===== src/rtl/aidan_mcnay_piso.sv =====
// Parallel-in serial-out shifter: valid/ready word load, MSB-first bit stream
// advanced by en, with a last-bit flag for framing.
module aidan_mcnay_piso #(
  parameter int nbits = 16
) (
  input  logic             clk,
  input  logic             reset,
  input  logic             load_val,
  output logic             load_rdy,
  input  logic [nbits-1:0] load_data,
  input  logic             en,
  output logic             data_out,
  output logic             out_val,
  output logic             out_last
);

  localparam int CW = $clog2(nbits + 1);
  localparam logic [CW-1:0] FULL = CW'(nbits);
  localparam logic [CW-1:0] ONE  = CW'(1);

  logic [nbits-1:0] shreg;
  logic [CW-1:0]    count;
  logic             accept;
  logic             consume;

  assign out_val  = (count != '0);
  assign out_last = (count == ONE);
  assign data_out = out_val & shreg[nbits-1];

  // Ready on the final bit too, so a new word follows with no bubble.
  assign load_rdy = (count == '0) | (en & out_last);
  assign accept   = load_val & load_rdy;
  assign consume  = en & out_val & ~accept;

  always_ff @(posedge clk or negedge reset) begin
    if (!reset) begin
      shreg <= '0;
      count <= '0;
    end else if (accept) begin
      shreg <= load_data;
      count <= FULL;
    end else if (consume) begin
      shreg <= shreg << 1;
      count <= count - ONE;
    end
  end

endmodule


===== config.mk =====
export PLATFORM = sky130hd
export DESIGN_NAME = aidan_mcnay_piso
export DESIGN_NICKNAME = d
export VERILOG_FILES = /design/src/rtl/aidan_mcnay_piso.sv
export SDC_FILE = /design/constraint.sdc
export NUM_CORES = 1
export LEC_CHECK = 0
export CAP_MARGIN = 10
export CORE_MARGIN = 2
export CORE_UTILIZATION = 49
export DETAILED_ROUTE_END_ITERATION = 10
export GPL_TIMING_DRIVEN = 0
export HOLD_SLACK_MARGIN = 0.05
export PLACE_DENSITY = 0.77
export SLEW_MARGIN = 25
export SYNTH_ARGS = -nofsm -noshare
export SYNTH_HDL_FRONTEND = slang
export SYNTH_SLANG_ARGS = --single-unit

===== constraint.sdc =====
create_clock -name clk -period 2.2 [get_ports clk]
set_input_delay 0.66 -clock clk [delete_from_list [all_inputs] [get_ports clk]]
set_output_delay 0.66 -clock clk [all_outputs]
set_load 0.005 [all_outputs]

# Yosys cells after proc, flatten, opt, wreduce, memory -nomap -nowiden
# Cells that the tools add are included.
[totals]
regBits = 21
input_bits = 20
out_inout_bits = 4
wordCells = 18
[classes]
add_sub_neg = 1
n_eq_ne = 1
muxes = 4
n_bitwise = 7
reduce_logical = 3
[op_table]
columns = ["operator", "n"]
rows = [
  ["$mux W16", 2],
  ["$mux W5", 2],
  ["$and A1 B1 Y1", 5],
  ["$eq A5 B1 Y1 const B", 1],
  ["$logic_not A5 Y1", 1],
  ["$reduce_bool A5 Y1", 1],
  ["$sub A5 B1 Y5 const B", 1],
  ["$reduce_bool A2 Y1", 1],
  ["$not A1 Y1", 1],
  ["$or A1 B1 Y1", 1],
]

# Depth between registers and ports, before layout
# Gate-level depths: netlist of the first run.
[depth]
word_depth = 8
depth_mapped = 8
mapped_depth_nobuf = 6

# Worst setup path before layout of the first run
# Ideal clock, no wire load.
[synth_path]
path_kind = "register -> output"
start = "register count[0]"
end = "output data_out"
arrival_ns = 1.385
slack_ns = 0.155
stages_incl_launch_ff = 6
cell_sequence = "dfrtp_1 > inv_1 > ha_1 > or4b_1 > buf_2 > and2_1"
[synth_between]
elab_chain_cells = 2
[synth_rtl]
columns = ["item", "line", "rtl"]
rows = [
  ["from (decl)", "22", "logic [CW-1:0] count;"],
  ["from (signal assigned)", "44", "count <= count - ONE;"],
  ["$reduce_bool A5 Y1", "26", "assign out_val = (count != '0);"],
  ["via out_val", "13", "output logic out_val,"],
  ["$and A1 B1 Y1", "28", "assign data_out = out_val & shreg[nbits-1];"],
  ["to (decl)", "12", "output logic data_out,"],
]
# The timed path passes the listed nets, and every way through them passes these cells.

# Worst setup path after layout of the first run
[layout_path]
start = "register count[1]"
end = "output data_out"
[layout_between]
elab_chain_cells = 2
[layout_rtl]
columns = ["item", "line"]
rows = [
  ["$reduce_bool A5 Y1", "26"],
  ["$and A1 B1 Y1", "28"],
]
# No other way between the ends.

==> reports/qor.txt, run 1 <==
Status - complete, but fails checks
Failing checks - setup timing
IO Count - 24
Total track usage - 0.219
Slowest CP cell - or4b_4
1st-iter DRT viols - 13
Max Freq - 430 MHz
RSZ-0062 raised after global routing - yes
Tcrit/Tclk final - 1.06
Top cell type's share of synthesized area - 0.484
Synthesized area per cell - 10.6 µm²
Worst-Skew Late Latency - 0.30 ns
Yosys cell types - 26
Routed wire length - 2460 µm
Final setup vio count - 2
Worst-margin pin slew - 0.697 ns
CTS clk-pin slew, worst paths - 0.12 ns
Initial antenna violation count - 0
Drt drc - 0
Initial Utilization - 0.505
Post-synth net total - 124
Max-slew violation count - 0
Core area - 2150 µm²
Number of global-route vias before repair - 933
Dpl cell area - 1350 µm²
CTS Buf Count - 3
Crit-path max cell delay - 0.47 ns
Port buffer count - 23
Clk sinks - 21
DRT antenna net count - 0
RD Place Congestion - 0.740
Final cell count without fillers - 163
Post-placement setup slack - -0.583 ns
Maximum clock insertion buffer count - 2
Diode count - 0
Max VDD drop - 0.648 mV
Synth Warn # - 0
Proportion of synthesized chip area in sequential cells - 0.484
Synth top cells by count - dfrtp_1, nand2_1, mux2i_1
Post-layout min period - 2.33 ns
Post-synthesis instance total - 102
Top FF cell, synth - dfrtp_1
TritonRoute pass-1 iters - 4
Post-synth ARST share - 1.00
Synth area leaders - dfrtp_1, mux2i_1, nand2_1
Max Cap Violations - 0
Hold crit path type - in2async
Die height - 51.1 µm
Die width - 51.1 µm
Max-slew headroom - 0.529
Power density cells - 1110 nW/µm²
Pin count of the biggest net entering global routing - 22
Synth area leader - dfrtp_1
CP endpoint kind - output port
Grt ovf - 0
Vias - 885
Final Skew - 0.00670 ns
WP data arrival - 1.67 ns
Clk root buf - clkbuf_4
CTS HTree Levels - 1
First-pass GRT wire length - 4200 µm
Floorplan row count - 17
Pleak - 0.716 nW
Die ar. - 2610 µm²
Area Overhead vs Synth - 33.6%
Share of cells above drive strength 1 - 0.259
Yosys reg bits - 21
Most frequent cell after synthesis - dfrtp_1
Setup CP Type - reg2out
Routed vias/inst - 5.43
Synth Cell Area - 1080 µm²
Setup ws final - -0.125 ns
Crit-path cells - inv_2 -> ha_4 -> or4b_4 -> and2_4 -> buf_6
Hpwl dp - 1630 µm
CP max FO - 4
Hold_ws - 0.286 ns
Wire length per cell - 15.1 µm
Final Hold Viols - 0
Startpoint Class - register
Nets - 158
Placed cells - 153
EDFF count, synth - 0
Post-layout instance area - 1450 µm²
Fill cell count - 186
CTS tree - built
Critical Path RT - 1.54 ns
timing repair:
item | 4_1_cts | 5_1_grt
pin swaps | 2 | 3
setup buffers | 6 | 0
setup endpoints to repair | 13 | 21
gates resized for setup | 25 | 8
gates cloned | 0 | 2
hold buffers | 0 | 0
cell type report:
cell class / instances / area, µm² / share of cell area
tap: 28 / 35.0 / 0.0242
clock inverter: 1 / 5.00 / 0.00345
clock buffer: 3 / 22.5 / 0.0155
multi-input combinational: 74 / 552 / 0.381
timing repair buffer: 30 / 263 / 0.181
buffer: 4 / 38.8 / 0.0268
inverter: 2 / 7.51 / 0.00518
sequential: 21 / 526 / 0.363
through the flow:
step / setup TNS, ns / power [mW] / util
finish: -0.249 / 1.60 / 0.674
global route: -0.405 / 1.74 / 0.674
CTS: -0.399 / 1.57 / 0.673
detailed placement: -6.16 / 1.28 / 0.628
global placement: -5.10 / 1.24 / 0.628
floorplan: 0 / 1.07 / -
logic make-up after synthesis:
group,synth area share
and+or+nand+nor,0.138
AOI/OAI and AO/OA,0.133
DFF,0.484
muxes,0.170
buffers and inverters,0.0519
adders and majority gates,0.0231
cell usage in the layout, fill, tap and decap left out:
master and instances:
mux2i_1 15, nor3_1 2, nand2_1 20, dfrtp_1 21, a22o_1 1, clkinv_2 1
buf_6 5, inv_2 2, nor4_1 1, and2_4 1, o21ai_0 9, mux2i_2 1
buf_4 6, nand4bb_1 1, buf_2 4, o21ai_1 4, mux2i_4 1, clkbuf_2 2
nor4b_1 1, nor4bb_1 1, clkdlybuf4s50_1 17, o31ai_1 2, clkbuf_4 3, nand3_1 1
ha_4 2, or4b_4 1, mux2_2 1, o211ai_1 1, a21o_1 1, nor2_1 2
o21ai_2 4, a21oi_2 1
flip-flops by register name, indices dropped and copies added, names as in the netlist:
name and cells:
shreg 16, count 5
final timing paths:
| check | startpoint | endpoint | slack [ns] | depth (start not counted) |
|---|---|---|---|---|
| setup / recovery | count[1] | data_out | -0.13 | 5 |
| hold / removal | reset | count[2] | 0.29 | 1 |
| setup reg to reg | count[1] | shreg[9] | 0.09 | 8 |
| hold reg to reg | shreg[4] | shreg[4] | 0.49 | 2 |
| max in group asynchronous | reset | shreg[1] | 1.59 | 1 |
| min in group clk | shreg[4] | shreg[4] | 0.49 | 2 |
power breakdown:
group          switching, mW  internal [mW]  total (mW)
Combinational          0.349          0.400       0.749
Clock                  0.120         0.0677       0.188
Sequential             0.130          0.537       0.667
Total                  0.599           1.00        1.60
critical path: cells and delay by family (launching register included):
kind | cells | cell delay [ns]
adder cells (fa/ha/maj) | 1 | 0.12
buffers and inverters | 2 | 0.19
flip-flops | 1 | 0.42
AND/OR/NAND/NOR | 2 | 0.63
routing by layer:
metal	wire length, µm	vias to the layer above	track usage
li1	-	430	-
met1	1060	422	0.251
met2	1220	24	0.379
met3	102	9	0.0497
met4	79	0	0.117
met5	0	-	0
Power figures use the tool's default switching activity.
==> inputs of run 2 (changes only) <==
ABC_CLOCK_PERIOD_IN_PS = 2200   (was not set)
CTS_CLUSTER_SIZE = 8   (was not set)
TNS_END_PERCENT = 1   (was not set)
==> reports/qor.txt, run 2 (synthesis gave the netlist of run 1 again) <==
1st-iter DRT viols - 3 (-10)
Die height - 51.1 µm (unchanged)
CTS tree - built
TritonRoute pass-1 iters - 4 (unchanged)
Area Overhead vs Synth - 32.8%
Max-slew violation count - 0 (unchanged)
Total power - 1.59 mW (-0.73%)
Pin count of the biggest net entering global routing - 22 (unchanged)
Port buffer count - 23 (unchanged)
DRT antenna net count - 0 (unchanged)
Final Hold Viols - 0 (unchanged)
Grt ovf - 0 (unchanged)
Reg2reg end - shreg[1]
Most frequent cells in the layout - dfrtp_1, nand2_1, clkdlybuf4s50_1
Initial antenna violation count - 0 (unchanged)
Crit-path max cell delay - 0.47 ns (about the same)
Tcrit/Tclk final - 1.06 (about the same)
Post-layout instance area - 1440 µm² (-0.60%)
Core area - 2150 µm² (unchanged)
RD Place Congestion - 0.740 (unchanged)
Die ar. - 2610 µm² (unchanged)
Final core occ - 0.670 (-0.00408)
Routed wire length - 2350 µm (-4.6%)
Max-slew headroom - 0.535 (+0.00602)
Clk root buf - clkbuf_4
First-pass GRT wire length - 4200 µm (unchanged)
Hold crit path type - in2async
RSZ-0062 raised after global routing - yes
Drt drc - 0 (unchanged)
CP max FO - 4 (unchanged)
Crit-path cells - inv_2 -> ha_4 -> or4b_4 -> and2_4 -> buf_6
WP data arrival - 1.66 ns (about the same)
Global routing usage on met2 - 0.379 (unchanged)
Reg2reg start - count[1]
Wire length per cell - 14.5 µm (-4.0%)
Failing checks - setup timing
Share of cells above drive strength 1 - 0.269 (+0.00940)
Dpl cell area - 1350 µm² (unchanged)
R2r setup slk - 0.08 ns (about the same)
Critical Path Source - count[1]
Hpwl dp - 1630 µm (unchanged)
R2R depth - 8 (unchanged)
CTS HTree Levels - 1 (unchanged)
CTS clk-pin slew, worst paths - 0.13 ns (about the same)
Placed cells - 153 (unchanged)
Post-layout min period - 2.32 ns (-0.00137 ns)
Max Cap Violations - 0 (unchanged)
Hold_buf cts - 0 (unchanged)
IO Count - 24 (unchanged)
Most common cell after layout, fill and taps aside - dfrtp_1
Final Skew - 0.00610 ns (-0.000601 ns)
Vias - 872 (-1.5%)
Startpoint Class - register
GR Util met3 - 0.0497 (unchanged)
Diode count - 0 (unchanged)
Clk sinks - 21 (unchanged)
Setup ws final - -0.124 ns (+0.00137 ns)
Floorplan row count - 17 (unchanged)
Routed vias/inst - 5.38 (-0.86%)
Fill cell count - 186 (unchanged)
Number of global-route vias before repair - 933 (unchanged)
Setup CP Type - reg2out
Critical Path RT - 1.54 ns (about the same)
Slowest CP cell - or4b_4
Status - complete, but fails checks
Power density cells - 1110 nW/µm² (-0.13%)
Worst-margin pin slew - 0.688 ns (-0.00891 ns)
Nets - 157 (-0.63%)
Gr busiest metal - met2
Initial Utilization - 0.505 (unchanged)
Die width - 51.1 µm (unchanged)
Max Freq - 430 MHz (about the same)
Setup TNS - -0.237 ns (+0.0114 ns)
Multi-input gate area - 542 µm² (-1.8%)
Top reg by flops - shreg
Pleak - 0.712 nW (-0.51%)
CP endpoint kind - output port
Largest register FFs - 16 (unchanged)
Area occupied by registers - 526 µm² (unchanged)
Worst-Skew Late Latency - 0.30 ns (about the same)
Final cell count without fillers - 162 (-0.61%)
Met1 GRT Util - 0.251 (unchanged)
Maximum clock insertion buffer count - 2 (unchanged)
Largest regs - shreg x16, count x5
CTS Buf Count - 3 (unchanged)
Total track usage - 0.219 (unchanged)
Final setup vio count - 2 (unchanged)
Max VDD drop - 0.595 mV (-8.2%)
[run 2: worst max path at each step]
stage,to,cells after the start
6_report,data_out,5
5_1_grt,data_out,5
4_1_cts,out_val,6
3_5_place_dp,load_rdy,4
3_3_place_gp,load_rdy,4
2_1_floorplan,data_out,5
[run 2: worst max-delay path: cells and delay by family, from the launching register on]
kind	cells	cell delay, ns
buffers and inverters	2	0.19
DFF	1	0.42
and+or+nand+nor	2	0.63
adders and majority gates	1	0.12
[run 2: layout make-up]
| type | instances | area share |
|---|---|---|
| clock buffers | 3 | 0.0156 |
| multi-input cells | 73 | 0.376 |
| flip-flops and latches | 21 | 0.365 |
| clock inverters | 1 | 0.00348 |
| repair buffers | 29 | 0.178 |
| well taps | 28 | 0.0243 |
| plain buffers | 5 | 0.0321 |
| inverters | 2 | 0.00521 |
[run 2: layer usage]
layer / vias up / part of all wire
met5: - / 0
met4: 0 / 0.032
met3: 8 / 0.037
met2: 21 / 0.51
met1: 416 / 0.42
li1: 427 / -
[run 2: timing repair]
| action | 4_1_cts | 5_1_grt |
|---|---|---|
| pin swaps | 2 | 2 |
| gates resized for setup | 22 | 15 |
| endpoints found under the setup margin | 13 | 21 |
| buffers inserted | 6 | 0 |
[run 2: per-stage QoR]
| stage | hold WS (ns) | worst slack (ns) |
|---|---|---|
| after detailed placement | 0.467 | -0.583 |
| after floorplan | 0.364 | 0.155 |
| after global routing | 0.300 | -0.201 |
| after CTS | 0.495 | -0.262 |
| final | 0.291 | -0.124 |
| after global placement | 0.456 | -0.546 |
[run 2: where the power goes]
group	total [mW]	internal (mW)	switching, mW	leakage [nW]
logic	0.731	0.394	0.337	0.419
clock network	0.189	0.0677	0.121	0.0177
registers	0.672	0.537	0.135	0.276
